[src/rtl/sha256_pad_feed.sv]
// SHA-256 padding front end: buffers a 32-bit big-endian word stream into 512-bit blocks,
// appends marker/zero/length padding and sweeps each block out as a 64-slot w_cnt schedule.
module sha256_pad_feed #(
    parameter int unsigned LEN_W = 64
) (
    input  logic        clk,
    input  logic        reset_n,
    input  logic        m_valid,
    output logic        m_ready,
    input  logic [31:0] m_data,
    input  logic        m_last,
    input  logic [1:0]  m_bytes,
    input  logic        hash_done,
    output logic        w_vld,
    output logic [5:0]  w_cnt,
    output logic [31:0] w_data,
    output logic        blk_first,
    output logic        busy
);

    localparam int unsigned WORD_W = 32;
    localparam int unsigned NWORDS = 16;

    localparam logic [2:0] S_IDLE = 3'd0;
    localparam logic [2:0] S_LOAD = 3'd1;
    localparam logic [2:0] S_PAD  = 3'd2;
    localparam logic [2:0] S_SEND = 3'd3;
    localparam logic [2:0] S_WAIT = 3'd4;

    logic [2:0]        state_q, state_d;
    logic [3:0]        widx_q, widx_d;
    logic [LEN_W-1:0]  bitcnt_q, bitcnt_d;
    logic              first_q, first_d;
    logic              done_q, done_d;
    logic              extra_q, extra_d;
    logic              mpend_q, mpend_d;
    logic              final_q, final_d;
    logic [WORD_W-1:0] wbuf_q [NWORDS];
    logic [WORD_W-1:0] wbuf_d [NWORDS];

    logic              m_ready_q, m_ready_d;
    logic              w_vld_q, w_vld_d;
    logic [5:0]        w_cnt_q, w_cnt_d;
    logic [WORD_W-1:0] w_data_q, w_data_d;
    logic              blk_first_q, blk_first_d;
    logic              busy_q, busy_d;

    logic              xfer;
    logic [WORD_W-1:0] last_word;
    logic [5:0]        amt;
    logic [63:0]       len64;
    logic [WORD_W-1:0] pad_word;

    // Last-word trimming, bit-count increment and padding word for the current index
    always_comb begin
        xfer = m_valid & m_ready_q;
        case (m_bytes)
            2'd1:    last_word = {m_data[31:24], 8'h80, 16'h0000};
            2'd2:    last_word = {m_data[31:16], 8'h80, 8'h00};
            2'd3:    last_word = {m_data[31:8], 8'h80};
            default: last_word = m_data;
        endcase
        amt = (m_last && (m_bytes != 2'd0)) ? {1'b0, m_bytes, 3'b000} : 6'd32;
        len64 = 64'(bitcnt_q);
        if (mpend_q) begin
            pad_word = 32'h8000_0000;
        end else if (final_q && (widx_q == 4'd14)) begin
            pad_word = len64[63:32];
        end else if (final_q && (widx_q == 4'd15)) begin
            pad_word = len64[31:0];
        end else begin
            pad_word = '0;
        end
    end

    always_comb begin
        state_d     = state_q;
        widx_d      = widx_q;
        bitcnt_d    = bitcnt_q;
        first_d     = first_q;
        done_d      = done_q;
        extra_d     = extra_q;
        mpend_d     = mpend_q;
        final_d     = final_q;
        wbuf_d      = wbuf_q;
        w_vld_d     = 1'b0;
        w_cnt_d     = '0;
        w_data_d    = '0;
        blk_first_d = 1'b0;

        case (state_q)
            S_IDLE, S_LOAD: begin
                if (xfer) begin
                    if (state_q == S_IDLE) begin
                        first_d  = 1'b1;
                        done_d   = 1'b0;
                        extra_d  = 1'b0;
                        bitcnt_d = LEN_W'(amt);
                    end else begin
                        bitcnt_d = bitcnt_q + LEN_W'(amt);
                    end
                    wbuf_d[widx_q] = m_last ? last_word : m_data;
                    widx_d = widx_q + 4'd1;
                    if (m_last) begin
                        done_d  = 1'b1;
                        mpend_d = (m_bytes == 2'd0);
                        if (widx_q == 4'd15) begin
                            // No room for the length: marker (if any) and length go to an extra block
                            state_d = S_SEND;
                            extra_d = 1'b1;
                        end else begin
                            state_d = S_PAD;
                            final_d = (m_bytes == 2'd0) ? (widx_q <= 4'd12) : (widx_q <= 4'd13);
                        end
                    end else if (widx_q == 4'd15) begin
                        state_d = S_SEND;
                    end else begin
                        state_d = S_LOAD;
                    end
                end
            end
            S_PAD: begin
                wbuf_d[widx_q] = pad_word;
                mpend_d = 1'b0;
                widx_d  = widx_q + 4'd1;
                if (widx_q == 4'd15) begin
                    state_d = S_SEND;
                    if (!final_q) begin
                        extra_d = 1'b1;
                    end
                end
            end
            S_SEND: begin
                if (w_cnt_q == 6'd63) begin
                    state_d = S_WAIT;
                end else begin
                    w_vld_d     = 1'b1;
                    w_cnt_d     = w_cnt_q + 6'd1;
                    w_data_d    = (w_cnt_q < 6'd15) ? wbuf_q[4'(w_cnt_q + 6'd1)] : '0;
                    blk_first_d = first_q;
                end
            end
            S_WAIT: begin
                first_d = 1'b0;
                if (hash_done) begin
                    widx_d = '0;
                    if (!done_q) begin
                        state_d = S_LOAD;
                    end else if (extra_q) begin
                        state_d = S_PAD;
                        final_d = 1'b1;
                        extra_d = 1'b0;
                    end else begin
                        state_d = S_IDLE;
                    end
                end
            end
            default: begin
                state_d = S_IDLE;
                widx_d  = '0;
            end
        endcase

        // First sweep slot is launched on the same edge that completes the buffer
        if ((state_d == S_SEND) && (state_q != S_SEND)) begin
            w_vld_d     = 1'b1;
            w_cnt_d     = '0;
            w_data_d    = wbuf_d[0];
            blk_first_d = first_d;
        end

        m_ready_d = (state_d == S_IDLE) || (state_d == S_LOAD);
        busy_d    = (state_d != S_IDLE);
    end

    always_ff @(posedge clk or negedge reset_n) begin
        if (!reset_n) begin
            state_q     <= S_IDLE;
            widx_q      <= '0;
            bitcnt_q    <= '0;
            first_q     <= 1'b0;
            done_q      <= 1'b0;
            extra_q     <= 1'b0;
            mpend_q     <= 1'b0;
            final_q     <= 1'b0;
            for (int i = 0; i < NWORDS; i++) begin
                wbuf_q[i] <= '0;
            end
            m_ready_q   <= 1'b0;
            w_vld_q     <= 1'b0;
            w_cnt_q     <= '0;
            w_data_q    <= '0;
            blk_first_q <= 1'b0;
            busy_q      <= 1'b0;
        end else begin
            state_q     <= state_d;
            widx_q      <= widx_d;
            bitcnt_q    <= bitcnt_d;
            first_q     <= first_d;
            done_q      <= done_d;
            extra_q     <= extra_d;
            mpend_q     <= mpend_d;
            final_q     <= final_d;
            for (int i = 0; i < NWORDS; i++) begin
                wbuf_q[i] <= wbuf_d[i];
            end
            m_ready_q   <= m_ready_d;
            w_vld_q     <= w_vld_d;
            w_cnt_q     <= w_cnt_d;
            w_data_q    <= w_data_d;
            blk_first_q <= blk_first_d;
            busy_q      <= busy_d;
        end
    end

    assign m_ready   = m_ready_q;
    assign w_vld     = w_vld_q;
    assign w_cnt     = w_cnt_q;
    assign w_data    = w_data_q;
    assign blk_first = blk_first_q;
    assign busy      = busy_q;

endmodule

[config.mk]
export PLATFORM = sky130hd
export DESIGN_NAME = sha256_pad_feed
export DESIGN_NICKNAME = d
export VERILOG_FILES = /design/src/rtl/sha256_pad_feed.sv
export SDC_FILE = /design/constraint.sdc
export NUM_CORES = 1
export LEC_CHECK = 0
export ABC_AREA = 1
export CAP_MARGIN = 25
export CORE_UTILIZATION = 35
export DETAILED_ROUTE_END_ITERATION = 10
export SYNTH_ARGS = -nofsm -noshare
export SYNTH_HDL_FRONTEND = slang
export SYNTH_SLANG_ARGS = --single-unit
[constraint.sdc]
create_clock -name clk -period 2.2 [get_ports clk]
set_input_delay 0.44 -clock clk [delete_from_list [all_inputs] [get_ports clk]]
set_output_delay 0.44 -clock clk [all_outputs]
set_load 0.01 [all_outputs]
======== After elaboration in Yosys (flattened, before gate mapping) ========
Cells that the tools add are included.
W data, S select, Z words.
operators by class
  add/subtract/negate cells ............... 3
  mux-type cells .......................... 67
  equal/unequal tests ..................... 21
  bitwise operators ....................... 4
  reduce and logical (&&, ||, !) cells .... 23
  order comparisons ....................... 6
operators with widths
  operator              count
  $bwmux W512           2
  $pmux W512 S2         1
  $mux W512             1
  $mux W32              10
  $bmux W32 S4          1
  $demux W32 S4         1
  $pmux W24 S3          1
  $add A64 B6 Y64       1
  $mux W64              1
  $mux W1               28
  $mux W24              1
  $mux W6               4
  $ne A2 B2 Y1 const B  8
  $pmux W4 S4           1
  $mux W3               5
  $pmux W3 S4           1
  $ge A5 B5 Y1 const B  2
  $not A4 Y5            2
  $eq A3 B2 Y1 const B  3
  $reduce_and A3 Y1     3
  $eq A4 B4 Y1 const B  2
  $le A4 B4 Y1 const B  2
  $mux W4               2
  $reduce_bool A2 Y1    4
  other kinds (24)      37
word-level totals
  output and inout port bits .............. 42
  input bits .............................. 39
  logic and storage cells ................. 154
  register bits after elaboration ......... 630

======== Depth between registers and ports, before layout ========
  depth after elaboration ................. 9
  depth in mapped cells ................... 15
  depth with buffers taken out ............ 14

======== Worst setup path after synthesis ========
OpenSTA, ideal clock, no wires.
  path kind ............................... input-to-reg
  start ................................... input m_bytes[0]
  end ..................................... register bitcnt_q[30]
  required time ........................... 2.083 ns
  setup time .............................. 0.117 ns
  arrival time ............................ 2.132 ns
  slack ................................... -0.049 ns
  buffers on the path ..................... 1
  cell stages on the path ................. 13
  path through ............................ nor2_1 -> nor2_4 -> inv_2 -> ha_1 -> or2_2 -> nand2_1 -> nor2_1 -> buf_4 -> nand2_1 -> xor2_1 -> nor2_1 -> nand2_1 -> nand2_1
on the way
  cells in the longest elaborated chain, start to end .. 5
RTL lines
  what                    line  RTL
  start: declaration      12    input logic [1:0] m_bytes,
  $reduce_bool A2 Y1      63    amt = (m_last && (m_bytes != 2'd0)) ? {1'b0, m_bytes, 3'b000} : 6'd32;
  $logic_and A1 B1 Y1     63
  $mux W6 *               63
  $add A64 B6 Y64 *       100   bitcnt_d = bitcnt_q + LEN_W'(amt);
  $mux W64 *              94    if (state_q == S_IDLE) begin
  end signal: assignment  198   bitcnt_q <= bitcnt_d;
  end: declaration        32    logic [LEN_W-1:0] bitcnt_q, bitcnt_d;
Mark *: on every way between the ends. The rest lies on a longest branch, timed or not.
A chain may end at the register's enable or synchronous reset.

======== Worst setup path after layout ========
  start ................................... register w_cnt_q[0], in the netlist w_cnt[0]
  end ..................................... register w_data_q[16], in the netlist w_data[16]
on the way
  cells in the longest elaborated chain, start to end .. 9
  elaborated cells on any way between the ends .. 15
  those cells by class .................... add/sub (1); order compare (1); eq/ne (2); mux (9); bitwise (1); reduce/logical (1)
RTL lines
  what                                          line  RTL
  start: declaration                            43    logic [5:0] w_cnt_q, w_cnt_d;
  start signal: assignment                      209   w_cnt_q <= w_cnt_d;
  $add A6 B1 Y6                                 139   w_data_d = (w_cnt_q < 6'd15) ? wbuf_q[4'(w_cnt_q + 6'd1)] : '0;
  $not A4 Y5 (implied by the code)              139
  $bmux W32 S4                                  139
  $mux W32 (implied by the code) (2 in series)  139
  $mux W32                                      139
  $mux W32                                      134   if (w_cnt_q == 6'd63) begin
  $mux W32                                      91    case (state_q)
  $mux W32 *                                    165   if ((state_d == S_SEND) && (state_q != S_SEND)) begin
  named net w_data_d[16]                        44    logic [WORD_W-1:0] w_data_q, w_data_d;
  end signal: assignment                        210   w_data_q <= w_data_d;
  end: declaration                              44
Mark *: on every way through the listed nets, which the timed path passes. The rest lies on a longest branch. The select of a mux whose other input is x is not followed.

==> results.tsv <==
stage	metric	value	unit
run_status	outcome	finished with violations	
run_status	failed_checks	setup timing	
worst_setup_path	timing.critical_path.arrival	2.83	ns
global_routing	antenna_found_initial	2	
logic_synthesis	syn_inst	4076	
worst_setup_path	cp.buffers_inverters	4	
final_layout	final_common_cell	dfrtp_1	
timing	period_share	1.02	
final_layout	multi_input_area	14600	um2
final_layout	nets	4384	
pwr	p_sw	21.2	mW
route	drt-pass1-iter-count	5	
logic_synthesis	ys.flop_type	dfrtp_1	
worst_setup_path	critPathLaunchType	register	
route	drt-initial-drc-count	3691	
timing	worst_slew_pin_slew	0.619	ns
place	dp_hpwl	85900	um
timing	rsz0062_at_grt	yes	
cts	clockRootBuffer	clkbuf_16	
global_routing	track_usage	0.257	
die	fp.dieW	308	um
worst_setup_path	worstPathMaxFanout	9	
worst_setup_path	cp-end-kind	register	
worst_setup_path	crit_family	buffers and inverters	
final_layout	drive_gt1_frac	0.159	
logic_synthesis	synth.avg_cell_area	8.05	um2
cts	clock_latency	0.65	ns
cts	clockBufferDepth	3	
logic_synthesis	synthArstFlopShare	1.00	
cts	cts_tree	built	
logic_synthesis	ys_ff_latch	627	
die	start_util	0.356	
timing	setup_viol	3	
final_layout	finalInstanceArea	41600	um2
route	num_vias	31998	
route	viasPerCell	5.68	
cts	cts.sinks	627	
route	wire_per_inst	21.8	um
cts	h-tree-depth	3	
place	place_area	38100	um2
pwr	pwr-share-seq	0.331	
global_routing	grt_pass1_wl	189000	um
die	dieArea	94900	um2
final_layout	layout_common_cells	624 x dfrtp_1, 609 x nand2_1, 409 x inv_1, 402 x nor2_1, 324 x a21oi_1	
final_layout	fin_cells	5635	
final_layout	nFillCells	9096	
pwr	sw_frac_of_total	0.392	
die	die_h	308	um
logic_synthesis	synth_cell_types	52	
timing	relSlewSlack	0.583	
place	port_buffers	80	
job	maxCapViolations	0	
die	io-pin-count	81	
final_layout	fin_util	0.451	
route	wl	123000	um
pwr	peakVddDrop	0.000693	V
pwr	power.leakage	18.9	nW
worst_setup_path	path_cells	buf_6, ha_4, buf_6, buf_16, buf_12, o211ai_1, o211ai_1, nand3_2, nand2_2, nand2_2, nand2_1	
die	coreArea	92200	um2
global_routing	grt_max_degree	101	
timing	slew_violations	0	
pwr	power.internal	32.9	mW
global_routing	grt_pass1_vias	30545	
route	ant_nets	0	
die	placement_rows	111	
worst_setup_path	slowest_stage	dfrtp_4	
place	routabilityCongestion	0.926	
pwr	clkPwrFrac	0.244	
final_layout	syn_to_final_growth	26.8	%
pwr	pwr-share-comb	0.425	
logic_synthesis	syn_nets	4125	
place	dp.cells	5479	
timing	clock_skew	0.0302	ns
worst_setup_path	cp.required	2.78	ns
logic_synthesis	netlist_area	32800	um2
pwr	pwr_density_cell	1300	nW/um2
global_routing	overflow	0	
route	drc	0	
timing	post-route-min-period	2.25	ns
logic_synthesis	synth_edf_count	0	
final_layout	n_antenna_cell	0	
final_layout	seq_area	15700	um2
worst_setup_path	critical_path_class	reg2reg	
worst_hold_path	hold_class	in2async	
logic_synthesis	yosys_warnings	0	
timing	fmax	444	MHz
cts	clk_pin_slew	0.06	ns
timing	worst_slack	-0.0539	ns
timing	finalHoldViolations	0	
worst_setup_path	cp_slowest_stage_delay	0.50	ns
logic_synthesis	ys_seq_area_frac	0.478	
cts	cts_made_buffers	74	
sequential cells by signal (all words and copies together), names as in the netlist:
register / cells
w_data: 32
first_q: 1
wbuf_q: 512
widx_q: 4
state_q: 3
m_ready: 1
blk_first: 1
extra_q: 1
done_q: 1
w_vld: 1
busy: 1
mpend_q: 1
final_q: 1
w_cnt: 6
bitcnt_q: 61
routing by layer:
| layer | wire length (um) | up-vias | GRT usage |
|---|---|---|---|
| met5 | 0 | - | 0 |
| met4 | 3380 | 0 | 0.0721 |
| met3 | 10400 | 223 | 0.0445 |
| met2 | 54500 | 1457 | 0.390 |
| met1 | 54800 | 15700 | 0.374 |
| li1 | - | 14618 | - |
power by group through the flow:
| stage | clock, mW | sequential (mW) | combinational, mW |
|---|---|---|---|
| after floorplan | 0 | 17.5 | 13.6 |
| after CTS | 13.4 | 17.9 | 21.8 |
| after global routing | 13.8 | 18.4 | 25.2 |
| final | 13.2 | 17.9 | 23.0 |
| after global placement | 0 | 17.9 | 21.0 |
| after detailed placement | 0 | 18.0 | 21.4 |
logic make-up (layout without fill, tap and decap cells):
| kind of cell | Yosys count | count (layout) | synth area share |
|---|---|---|---|
| and+or+nand+nor | 1425 | 1425 | 0.184 |
| muxes | 4 | 4 | 0.00137 |
| buffers and inverters | 739 | 1055 | 0.0910 |
| adders and majority gates | 10 | 10 | 0.00404 |
| AOI/OAI and AO/OA | 1265 | 1265 | 0.239 |
| xor gates and xnor gates | 6 | 6 | 0.00183 |
| DFF | 627 | 627 | 0.478 |
cells in the mapped netlist (22+ instances only):
library cell	number	area, um2
nor2_1	415	1560
a211oi_1	36	270
nand3_1	258	1290
a21oi_1	335	1680
buf_1	22	82.6
buf_2	101	505
inv_2	26	97.6
o22ai_1	198	1240
o32ai_1	60	526
o21ai_0	321	1610
nand2_1	631	2370
a221oi_1	107	937
o211ai_1	149	1120
dfrtp_1	627	15700
inv_1	412	1550
nor3_1	22	110
clkbuf_1	150	563
nand4_1	44	275
stage by stage:
| step | setup slack, ns | power [mW] | setup TNS [ns] | hold WS [ns] |
|---|---|---|---|---|
| 5_1_grt | -0.0627 | 57.5 | -0.687 | 0.349 |
| 6_report | -0.0539 | 54.1 | -0.116 | 0.334 |
| 4_1_cts | 0.00179 | 53.0 | 0 | 0.314 |
| 2_1_floorplan | -0.00451 | 31.1 | -0.00451 | 0.144 |
| 3_3_place_gp | -0.642 | 39.0 | -128.90 | 0.409 |
| 3_5_place_dp | -0.683 | 39.4 | -151.72 | 0.404 |
path summary, 6_finish.rpt:
kind | from | end | slack, ns | depth (start not counted)
worst max-delay path | w_cnt[0]$_DFF_PN0_ | w_data[16]$_DFF_PN0_ | -0.05 | 11
worst min-delay path | reset_n | wbuf_q[300]$_DFFE_PN0P_ | 0.33 | 2
worst max register to register | w_cnt[0]$_DFF_PN0_ | w_data[16]$_DFF_PN0_ | -0.05 | 11
worst min register to register | wbuf_q[193]$_DFFE_PN0P_ | wbuf_q[193]$_DFFE_PN0P_ | 0.47 | 2
max in group asynchronous | reset_n | wbuf_q[68]$_DFFE_PN0P_ | 1.06 | 4
min in group clk | m_bytes[1] | bitcnt_q[4]$_DFFE_PN0P_ | 0.36 | 5
timing repair:
item,in CTS,in global routing
gates cloned,2,4
endpoints found under the hold margin,26,0
buffers inserted,5,12
hold buffers,1,0
endpoints found under the setup margin,30,167
resized for setup,31,118
pin swaps,9,55
layout make-up:
cell class                 count  share of cell area
clock inverter                31              0.0119
inverter                     446              0.0409
multi-input combinational   2710               0.350
sequential                   627               0.378
tap                         1243              0.0374
clock buffer                 102              0.0514
timing repair buffer         476               0.130
(Power assumes the default switching activity.)
